$ cat config.mk
export PLATFORM = sky130hd
export DESIGN_NAME = uart_rx
export DESIGN_NICKNAME = d
export VERILOG_FILES = /design/src/rtl/uart_rx.sv
export SDC_FILE = /design/constraint.sdc
export NUM_CORES = 1
export LEC_CHECK = 0
export ABC_AREA = 1
export ABC_CLOCK_PERIOD_IN_PS = 2100
export CAP_MARGIN = 20
export CORE_ASPECT_RATIO = 0.8
export CORE_MARGIN = 10
export CORE_UTILIZATION = 55
export CTS_BUF_LIST = sky130_fd_sc_hd__clkbuf_4 sky130_fd_sc_hd__clkbuf_8
export DETAILED_ROUTE_END_ITERATION = 8
export DONT_BUFFER_PORTS = 1
export PLACE_DENSITY_LB_ADDON = 0.2
export SYNTH_ARGS = -nofsm -noshare
export SYNTH_HDL_FRONTEND = slang
export SYNTH_SLANG_ARGS = --single-unit
$ cat constraint.sdc
create_clock -name clk -period 2.1 [get_ports clk]
set_input_delay 0.63 -clock clk [delete_from_list [all_inputs] [get_ports clk]]
set_output_delay 0.63 -clock clk [all_outputs]
set_load 0.01 [all_outputs]
$ cat src/rtl/uart_rx.sv
// uart_rx: 8N1 serial receiver with two-flop input synchroniser and mid-bit sampling
module uart_rx #(
    parameter int CLK_FREQ        = 100_000_000,
    parameter int BAUDRATE        = 115_200,
    parameter int DATA_BIT_LENGTH = 8
) (
    input  logic                       clk,
    input  logic                       rst_n,
    input  logic                       data_rx,
    output logic [DATA_BIT_LENGTH-1:0] data_out,
    output logic                       data_out_done,
    output logic                       frame_error
);
    localparam int CLKS_PER_BIT = CLK_FREQ / BAUDRATE;
    localparam int HALF_BIT     = CLKS_PER_BIT / 2;
    localparam int CW           = CLKS_PER_BIT > 1 ? $clog2(CLKS_PER_BIT) : 1;
    localparam int IW           = $clog2(DATA_BIT_LENGTH);
    localparam logic [CW-1:0] HALF_LAST = CW'(HALF_BIT - 1);
    localparam logic [CW-1:0] BIT_LAST  = CW'(CLKS_PER_BIT - 1);
    localparam logic [IW-1:0] IDX_LAST  = IW'(DATA_BIT_LENGTH - 1);

    typedef enum logic [2:0] {IDLE, START, DATA, STOP, WAIT_IDLE} state_t;

    state_t                     state_q, state_d;
    logic [1:0]                 sync_q;
    logic [CW-1:0]              cnt_q, cnt_d;
    logic [IW-1:0]              idx_q, idx_d;
    logic [DATA_BIT_LENGTH-1:0] shift_q, shift_d;
    logic [DATA_BIT_LENGTH-1:0] dout_q, dout_d;
    logic                       done_q, done_d;
    logic                       ferr_q, ferr_d;
    logic                       rx_s;

    assign rx_s          = sync_q[1];
    assign data_out      = dout_q;
    assign data_out_done = done_q;
    assign frame_error   = ferr_q;

    // state, counters and outputs; synchroniser resets to the idle-high line level
    always_ff @(posedge clk) begin
        if (!rst_n) begin
            state_q <= IDLE;
            sync_q  <= 2'b11;
            cnt_q   <= '0;
            idx_q   <= '0;
            shift_q <= '0;
            dout_q  <= '0;
            done_q  <= 1'b0;
            ferr_q  <= 1'b0;
        end else begin
            state_q <= state_d;
            sync_q  <= {sync_q[0], data_rx};
            cnt_q   <= cnt_d;
            idx_q   <= idx_d;
            shift_q <= shift_d;
            dout_q  <= dout_d;
            done_q  <= done_d;
            ferr_q  <= ferr_d;
        end
    end

    // frame sequencing: half-bit to mid-start, then one full bit per sample
    always_comb begin
        state_d = state_q;
        cnt_d   = cnt_q + CW'(1);
        idx_d   = idx_q;
        shift_d = shift_q;
        dout_d  = dout_q;
        done_d  = 1'b0;
        ferr_d  = 1'b0;
        case (state_q)
            IDLE: begin
                cnt_d   = '0;
                idx_d   = '0;
                state_d = rx_s ? IDLE : START;
            end
            START: begin
                if (cnt_q == HALF_LAST) begin
                    cnt_d   = '0;
                    state_d = rx_s ? IDLE : DATA;
                end
            end
            DATA: begin
                if (cnt_q == BIT_LAST) begin
                    cnt_d          = '0;
                    shift_d[idx_q] = rx_s;
                    idx_d          = idx_q == IDX_LAST ? '0 : idx_q + IW'(1);
                    state_d        = idx_q == IDX_LAST ? STOP : DATA;
                end
            end
            STOP: begin
                if (cnt_q == BIT_LAST) begin
                    cnt_d   = '0;
                    dout_d  = rx_s ? shift_q : dout_q;
                    done_d  = rx_s;
                    ferr_d  = !rx_s;
                    state_d = rx_s ? IDLE : WAIT_IDLE;
                end
            end
            WAIT_IDLE: begin
                cnt_d   = '0;
                state_d = rx_s ? IDLE : WAIT_IDLE;
            end
            default: begin
                cnt_d   = '0;
                state_d = IDLE;
            end
        endcase
    end
endmodule

==> flow_results.org, run 1 <==
** Clocking
- CTS built an H-tree with a depth of 2.
- TritonCTS sink count :: 36
- Clock latency on the worst-skew pair :: 0.30 ns
- After clock tree synthesis, the clock-pin slew on the worst setup and hold paths is 0.07 ns.
- No sink is reached through more buffers than the 2 on the longest clock path.
- Clock buffers created by TritonCTS :: 5
- TritonCTS built the clock tree.
- Clock tree root driver cell :: sky130_fd_sc_hd__clkbuf_8
- The number of hold buffers added after CTS was 0.
- In this run, post-CTS repair resized a total of 0 instances.
- Once the clock tree was built, the setup fixing pass inserted 0 buffers.

** Power
- Power per cell area :: 763 mW/mm^2
- The analysis attributes to net switching a power of 365 uW.
- Switch share :: 25.0%
- Part of the total power dissipated in the clock network :: 41.5%
- Leakage power summed over all cells :: 0.868 nW
- Overall power consumption after layout is estimated at 1.46 mW.
- The internal portion of the total power is 1.09 mW.
- Sequential cells account for 49.6% of the total power.
- Highest ir drop seen on vdd :: 0.514 mV
- Combinational logic burns 8.9% of the power.

** Min path
- The startpoint identified for the worst hold timing path is sync_q[0]$_SDFF_PN1_.
- The tightest min-delay check is of the reg2reg type.

** Die
- Core Box Area :: 0.00311 sq mm
- The die covers 0.00599 sq mm.
- For this design the top-level I/O count stands at 13.
- Measured along the x axis, the die boundary spans 84.1 microns.
- Measured along the y axis, the die boundary spans 71.2 microns.
- Initial core utilization :: 58.1%
- After floorplanning, the core was divided into 18 placement rows.

** Yosys
- Synthesis handed over a netlist of 261 instances.
- Area leader, netlist :: sky130_fd_sc_hd__dfxtp_1
- Number of unique standard cell types used by synthesis :: 25
- Number of warnings reported in the yosys synthesis log :: 0
- Top_reg_cell synth :: sky130_fd_sc_hd__dfxtp_1
- Syn Nets :: 268
- Dominant cells by area after synthesis :: sky130_fd_sc_hd__dfxtp_1 40%, sky130_fd_sc_hd__nand2_1 13%, sky130_fd_sc_hd__nor2_1 12%, sky130_fd_sc_hd__inv_1 6.9%, sky130_fd_sc_hd__nand3_1 3.3%
- Share of flip-flops with an asynchronous set or reset :: 0%
- Share of the synthesized area in the top cell type :: 39.9%
- Dividing the synthesized area by the synthesized cell count gives 6.92 sq um.
- Most frequent cells after synthesis :: 63 x sky130_fd_sc_hd__nand2_1, 59 x sky130_fd_sc_hd__nor2_1, 36 x sky130_fd_sc_hd__dfxtp_1
- Post-synthesis cell area :: 0.00181 sq mm
- Number of enable-type register cells in the synthesized netlist :: 0
- Of the synthesized area, sequential elements account for 39.9%.
- Most common cell in the netlist :: sky130_fd_sc_hd__nand2_1
- In this run, synthesis produced a sequential element count of 36.

** Placement
- Inst Count DP :: 294
- HPWL after DPL :: 2380 microns
- The congestion estimate from routability-driven global placement came to 0.886.
- Before CTS, the worst setup slack after placement is 0.384 ns.
- In this run the cell area measured after placement is 0.00180 sq mm.
- IO Port Bufs :: 0

** Timing
- Setup violations remaining at the end of the flow were counted as 0.
- Smallest hold slack :: 0.425 ns
- At the pin with the least slew margin, the transition time is 0.453 ns.
- In the final timing run, aggregate negative setup slack is 0 ns.
- Unrepaired setup endpoints after global routing :: no
- Subtracting the final worst setup slack from the clock period gives 1.77 ns.
- Clock skew on the completed layout was measured at 0.0102 ns.
- Crit share post-route :: 84.4%
- The total count of max-transition violations in the final report came to 0.
- Measured against its own limit, the worst slew margin works out to 69.8%.
- Across all setup checks in the final design, the least slack found is 0.327 ns.
- The final count of hold timing violations was 0.
- Static timing analysis puts the maximum clock frequency at 0.564 GHz.

** Run status
- Run status :: complete, no violations

** GRT
- Global route overflow :: 0
- The number of global-route vias before repair was 1469.
- Across every metal layer, demand over resource in global routing totals 12.5%.
- The initial antenna violation count was 0.
- Entering global routing, the biggest net connects 23 pins.
- Wire length of the first global-routing pass :: 6320 microns

** Critical path
- Category of the worst setup path launch point :: flip-flop
- Data required time at the worst endpoint :: 2.28 ns
- The critical path is of the reg2reg type.
- The worst register-to-register path begins at cnt_q[0]$_SDFF_PN0_.
- Largest fanout on the critical path :: 12
- CP arrival :: 1.95 ns
- Launch point of the worst path :: cnt_q[0]$_SDFF_PN0_
- Category of the worst setup path capture point :: flip-flop

** Final layout
- The filler cells instantiated in the layout total 292.
- Area added between synthesis and finish :: 5.75%
- Non-filler cells, final :: 302
- For this run, the post-layout net count is 268.
- Number of antenna repair diodes :: 0
- Design Area, Final :: 0.00191 sq mm
- The post-route netlist has 9.54% of its cells at a drive strength greater than 1.
- Measured on the finished design, the core utilization comes to 61.4%.

** Detailed routing
- For this run, design rule violations remaining after detail routing come to 0.
- Drt wl/cell :: 11.0 microns
- The highest layer touched by signal routing is met4.
- Summing over every cut layer, the via total after detailed routing is 1461.
- Detail Route met3 WL :: 200 microns
- Dividing the detail-routed via count by the number of cells gives 4.84.
- Detailed-router iteration count before antenna repair :: 4
- Wire length reported by the detailed router :: 3320 microns
- Detailed route wirelength on metal2 :: 1380 microns
- The count of nets left with antenna violations once routing finished came out at 0.
- DRT met1 WL :: 1690 microns
- Count of routing violations after the opening detailed-route iteration :: 76

** Job
- Across the run, the number of max-cap violations was 0.
## final cells by class
| cell class | instances | area, sq um | area share [%] |
|---|---|---|---|
| clock buffers | 5 | 68.8 | 3.60 |
| multi-input cells | 181 | 888 | 46.5 |
| inverters | 37 | 139 | 7.27 |
| well taps | 40 | 50.0 | 2.62 |
| flip-flops and latches | 36 | 721 | 37.7 |
| clock inverters | 3 | 42.5 | 2.23 |
## cells in the final DEF, fill, tap and decap left out
master and count:
sky130_fd_sc_hd__inv_2 4, sky130_fd_sc_hd__xnor2_1 1, sky130_fd_sc_hd__or2_2 2, sky130_fd_sc_hd__nand4_4 1, sky130_fd_sc_hd__bufinv_16 1, sky130_fd_sc_hd__clkbuf_8 5
sky130_fd_sc_hd__nand3_4 1, sky130_fd_sc_hd__ha_1 4, sky130_fd_sc_hd__xor2_1 5, sky130_fd_sc_hd__nor2_4 4, sky130_fd_sc_hd__inv_1 33, sky130_fd_sc_hd__nor2_1 59
sky130_fd_sc_hd__nand4_1 9, sky130_fd_sc_hd__clkinvlp_4 1, sky130_fd_sc_hd__clkinv_2 1, sky130_fd_sc_hd__dfxtp_1 36, sky130_fd_sc_hd__a21oi_1 4, sky130_fd_sc_hd__o21ai_0 1
sky130_fd_sc_hd__a21boi_1 1, sky130_fd_sc_hd__nand2_1 63, sky130_fd_sc_hd__nand3b_1 1, sky130_fd_sc_hd__nor3_2 1, sky130_fd_sc_hd__nand2_2 4, sky130_fd_sc_hd__nand3_1 12
sky130_fd_sc_hd__nor3_1 8
## routing by layer
layer,vias up,GRT usage (%)
met4,0,4.82
met3,7,4.63
met1,631,15.7
li1,800,-
met5,-,0
met2,23,18.9
## flip-flops by register name (all words and copies together) (netlist names)
signal,count
cnt_q,10
data_out,8
data_out_done,1
frame_error,1
idx_q,3
shift_q,8
state_q,3
sync_q,2
## final timing paths
check                              end  slack, ns  cells past startpoint
setup / recovery   cnt_q[0]$_SDFF_PN0_       0.33                      8
hold / removal    sync_q[1]$_SDFF_PN1_       0.42                      1
setup reg to reg   cnt_q[0]$_SDFF_PN0_       0.33                      8
hold reg to reg   sync_q[1]$_SDFF_PN1_       0.42                      1
## logic make-up (layout without fill, tap and decap cells)
family	after synthesis	after routing	share of synthesized area, %
compound gates	6	6	1.80
xor+xnor	6	6	2.91
fa+ha+maj	4	4	2.77
buf+inv	44	45	10.9
flops	36	36	39.9
simple gates	165	165	41.7
## power groups by stage
stage | registers [mW] | logic [mW] | clock network [mW]
2_1_floorplan | 0.731 | 0.115 | 0
3_3_place_gp | 0.737 | 0.125 | 0
3_5_place_dp | 0.738 | 0.127 | 0
4_1_cts | 0.722 | 0.128 | 0.606
5_1_grt | 0.725 | 0.154 | 0.635
6_report | 0.723 | 0.129 | 0.605
## worst max-delay path, stage by stage (launching register included)
cell	delay (ns)
sky130_fd_sc_hd__dfxtp_1	0.41
sky130_fd_sc_hd__ha_1	0.24
sky130_fd_sc_hd__nand2_1	0.11
sky130_fd_sc_hd__nor2_4	0.30
sky130_fd_sc_hd__nand2_1	0.14
sky130_fd_sc_hd__nand2_1	0.11
sky130_fd_sc_hd__nand2_1	0.09
sky130_fd_sc_hd__nand2_2	0.19
sky130_fd_sc_hd__nor2_1	0.07
No activity file was read; power rests on OpenSTA's default activity.
==> run 2: changes to the inputs <==
ABC_CLOCK_PERIOD_IN_PS = 1500   (was 2100)
clock period = 1.5 ns   (was 2.1 ns; I/O delays follow)
==> run 2 against run 1 <==
  * Core utilization increased by 3.7 points
  * Clock-buffer cell count is the same
  * Clock skew decreased by 0.0014 ns
  * First-iteration DRC count is 130% higher
  * Non-clock buffer count increased by 8
==> flow_results.org, run 2 (same netlist as run 1, synthesis figures left out) <==
** Final layout
- The largest register by flop count is cnt_q (unchanged).
- Net count reported at finish :: 278 (was 268)
- The filler-free cell count of the finished design was 312 (was 302).
- Commonest cells after routing, fill and taps aside :: 60 x sky130_fd_sc_hd__nand2_1, 57 x sky130_fd_sc_hd__nor2_1, 34 x sky130_fd_sc_hd__dfxtp_1 (was 63 x sky130_fd_sc_hd__nand2_1, 59 x sky130_fd_sc_hd__nor2_1, 36 x sky130_fd_sc_hd__dfxtp_1)
- Number of antenna repair diodes :: 0 (unchanged)
- Utilization after layout :: 65.1% (was 61.4%)
- The proportion of layout cells with a drive suffix above 1 was 16.2% (was 9.54%).
- The number of flip-flops in the largest register was 10 (unchanged).
- The layout overhead on the synthesized area was 12.1% (was 5.75%).
- Commonest non-fill, non-tap cell in the layout :: sky130_fd_sc_hd__nand2_1 (unchanged)

** Timing
- The final clock skew is 0.00877 ns (was 0.0102 ns).
- Max-slew headroom at the worst pin :: 77.7% (was 69.8%)
- Final setup violation count :: 0 (unchanged)
- Number of max-slew violations in the final report :: 0 (unchanged)
- Post-layout minimum cycle time :: 1.40 ns (was 1.77 ns)
- The final count of hold timing violations is 0 (unchanged).
- Unrepaired setup endpoints after global routing: yes (was no).
- The part of the cycle the worst path needs is 93.3% (was 84.4%).
- Least-Margin Pin Slew :: 0.334 ns (was 0.453 ns)
- The maximum frequency from static timing analysis was 0.714 GHz (was 0.564 GHz).
- The setup TNS came to 0 ns (unchanged).

** GRT
- Vias in the first global route :: 1448 (was 1469)
- The largest net degree at the start of global routing was 23 (unchanged).
- Initial antenna violation count :: 0 (unchanged)
- The first-pass GRT wire length came to 6360 microns (was 6320 microns).
- The total congestion overflow after global routing came to 0 (unchanged).
- Overall Global Routing Usage :: 12.6% (was 12.5%)

** Power
- Part of the power in combinational logic :: 10.0% (was 8.9%)
- The maximum vdd drop came to 0.617 mV (was 0.514 mV).
- The net load switching power is 522 uW (was 365 uW).
- Part of the total power dissipated in the clock network :: 40.9% (was 41.5%)
- The internal power is 1.53 mW (was 1.09 mW).
- The switching power as a share of total power came to 25.4% (was 25.0%).
- The part of the total power dissipated in sequential elements is 49.1% (was 49.6%).
- Leakage power summed over all cells :: 0.926 nW (was 0.868 nW)
- Total power :: 2.06 mW (was 1.46 mW)
- Power per cell area :: 1020 mW/mm^2 (was 763 mW/mm^2)

** Die
- The site row count came to 18 (unchanged).
- The area of the die came to 0.00599 sq mm (unchanged).
- Core Box Area :: 0.00311 sq mm (unchanged)
- # IOs :: 13 (unchanged)
- The die height is 71.2 microns (unchanged).
- Die outline width :: 84.1 microns (unchanged)
- The initial standard-cell utilization of the core came to 58.1% (unchanged).

** Detailed routing
- The ratio of routed vias to standard cells was 4.81 (was 4.84).
- The wire length after detailed routing was 3740 microns (was 3320 microns).
- Post-route DRC :: 0 (unchanged)
- The count of routing violations after the opening detailed-route iteration came to 173 (was 76).
- Number of vias in the routed layout :: 1500 (was 1461)
- Detailed-router iteration count before antenna repair :: 4 (unchanged)
- The routed length per instance was 12.0 microns (was 11.0 microns).
- The final antenna-violating net count is 0 (unchanged).

** Placement
- The final weighted congestion of routability-driven global placement was 0.858 (was 0.886).
- The placed wire-length estimate after detailed placement came to 2430 microns (was 2380 microns).
- Inst Count DP :: 300 (was 294)
- The count of buffers from port buffering is 0 (unchanged).

** Clocking
- Level count of the clock H-tree :: 2 (unchanged)
- The number of clock buffers inserted by TritonCTS was 5 (unchanged).
- The maximum count of clock buffers along a single path is 2 (unchanged).
- TritonCTS sink count :: 36 (unchanged)
- The TritonCTS clock tree is done (unchanged).
- The clock tree root driver cell was sky130_fd_sc_hd__clkbuf_8 (unchanged).
- Worst-path clk slew :: 0.08 ns (was 0.07 ns)
- The clock latency at the later pin of the worst-skew pair came to 0.29 ns (was 0.30 ns).

** Min path
- The worst min-delay path category was in2reg (was reg2reg).
- The start point of the worst min-delay path was rst_n (was sync_q[0]$_SDFF_PN1_).
- The number of cells on the worst hold path was 2 (was 1).

** Critical path
- The launch point of the worst reg-to-reg path was cnt_q[1]$_SDFF_PN0_ (was cnt_q[0]$_SDFF_PN0_).
- The type of origin of the critical path was a flip-flop (unchanged).
- Largest fanout on the critical path :: 5 (was 12)
- Depth of the worst register-to-register path :: 8 (unchanged)
- Launch point of the worst path :: cnt_q[1]$_SDFF_PN0_ (was cnt_q[0]$_SDFF_PN0_)
- CP arrival :: 1.58 ns (was 1.95 ns)
- The endpoint type of the worst setup path was a flip-flop (unchanged).
- CP Class :: reg2reg (unchanged)
- Data required time at the worst endpoint :: 1.68 ns (was 2.28 ns)

** Job
- The reported max-cap violation count came to 0 (unchanged).

** Run status
- Run status :: complete, no violations (unchanged)
[run 2: changes by cell type in the layout (fill, tap and decap cells not counted), sizes merged]
cell / before / now
buf: 0 / 8
nand4: 10 / 11
nand2: 67 / 68
[run 2: critical path, cell delays in order (launching register included)]
cell and delay [ns]:
sky130_fd_sc_hd__dfxtp_2 0.35, sky130_fd_sc_hd__ha_2 0.19, sky130_fd_sc_hd__nand2_2 0.07, sky130_fd_sc_hd__nor2_4 0.16, sky130_fd_sc_hd__nand2_1 0.12, sky130_fd_sc_hd__nand2_1 0.11
sky130_fd_sc_hd__nand2_2 0.10, sky130_fd_sc_hd__nand2_2 0.14, sky130_fd_sc_hd__nor2_1 0.06
[run 2: layout make-up]
cell class	instances	area, sq um
Tap cell	40	50.0
Sequential cell	36	723
Clock inverter	3	42.5
Fill cell	286	1080
Inverter	37	139
Multi-Input combinational cell	183	932
Clock buffer	5	68.8
Timing Repair Buffer	8	67.6
[run 2: power groups by stage]
stage	clock (mW)	sequential [mW]	combinational (mW)
floorplan	0	1.02	0.161
global placement	0	1.03	0.180
detailed placement	0	1.03	0.183
CTS	0.863	1.01	0.185
global route	0.902	1.01	0.239
finish	0.842	1.01	0.205
[run 2: path summary, 6_finish.rpt]
path	endpoint	slack (ns)
hold reg to reg	sync_q[1]$_SDFF_PN1_	0.42
setup / recovery	cnt_q[1]$_SDFF_PN0_	0.10
hold / removal	data_out[1]$_SDFFE_PN0P_	0.27
setup reg to reg	cnt_q[1]$_SDFF_PN0_	0.10
[run 2: per-layer routing]
metal / global-route usage [%] / share of wire, %
met1: 14.9 / 50
met2: 20.1 / 43
met3: 4.63 / 5.3
met4: 5.19 / 1.9
met5: 0 / 0
[run 2: metrics by stage]
stage | area (sq um) | setup slack, ns | hold slack (ns)
final | 2020 | 0.100 | 0.273
after CTS | 1950 | 0.0543 | 0.267
after global routing | 2020 | -0.0349 | 0.273
after detailed placement | 1840 | 0.0852 | 0.402
after global placement | 1840 | 0.132 | 0.395
after floorplan | 1810 | 0.160 | 0.393
[run 2: repair_timing]
| item | CTS | global route |
|---|---|---|
| endpoints found under the hold margin | 0 | 0 |
| resized for setup | 0 | 12 |
| buffers inserted | 0 | 2 |
| endpoints found under the setup margin | 0 | 29 |
| hold buffers | 0 | 0 |
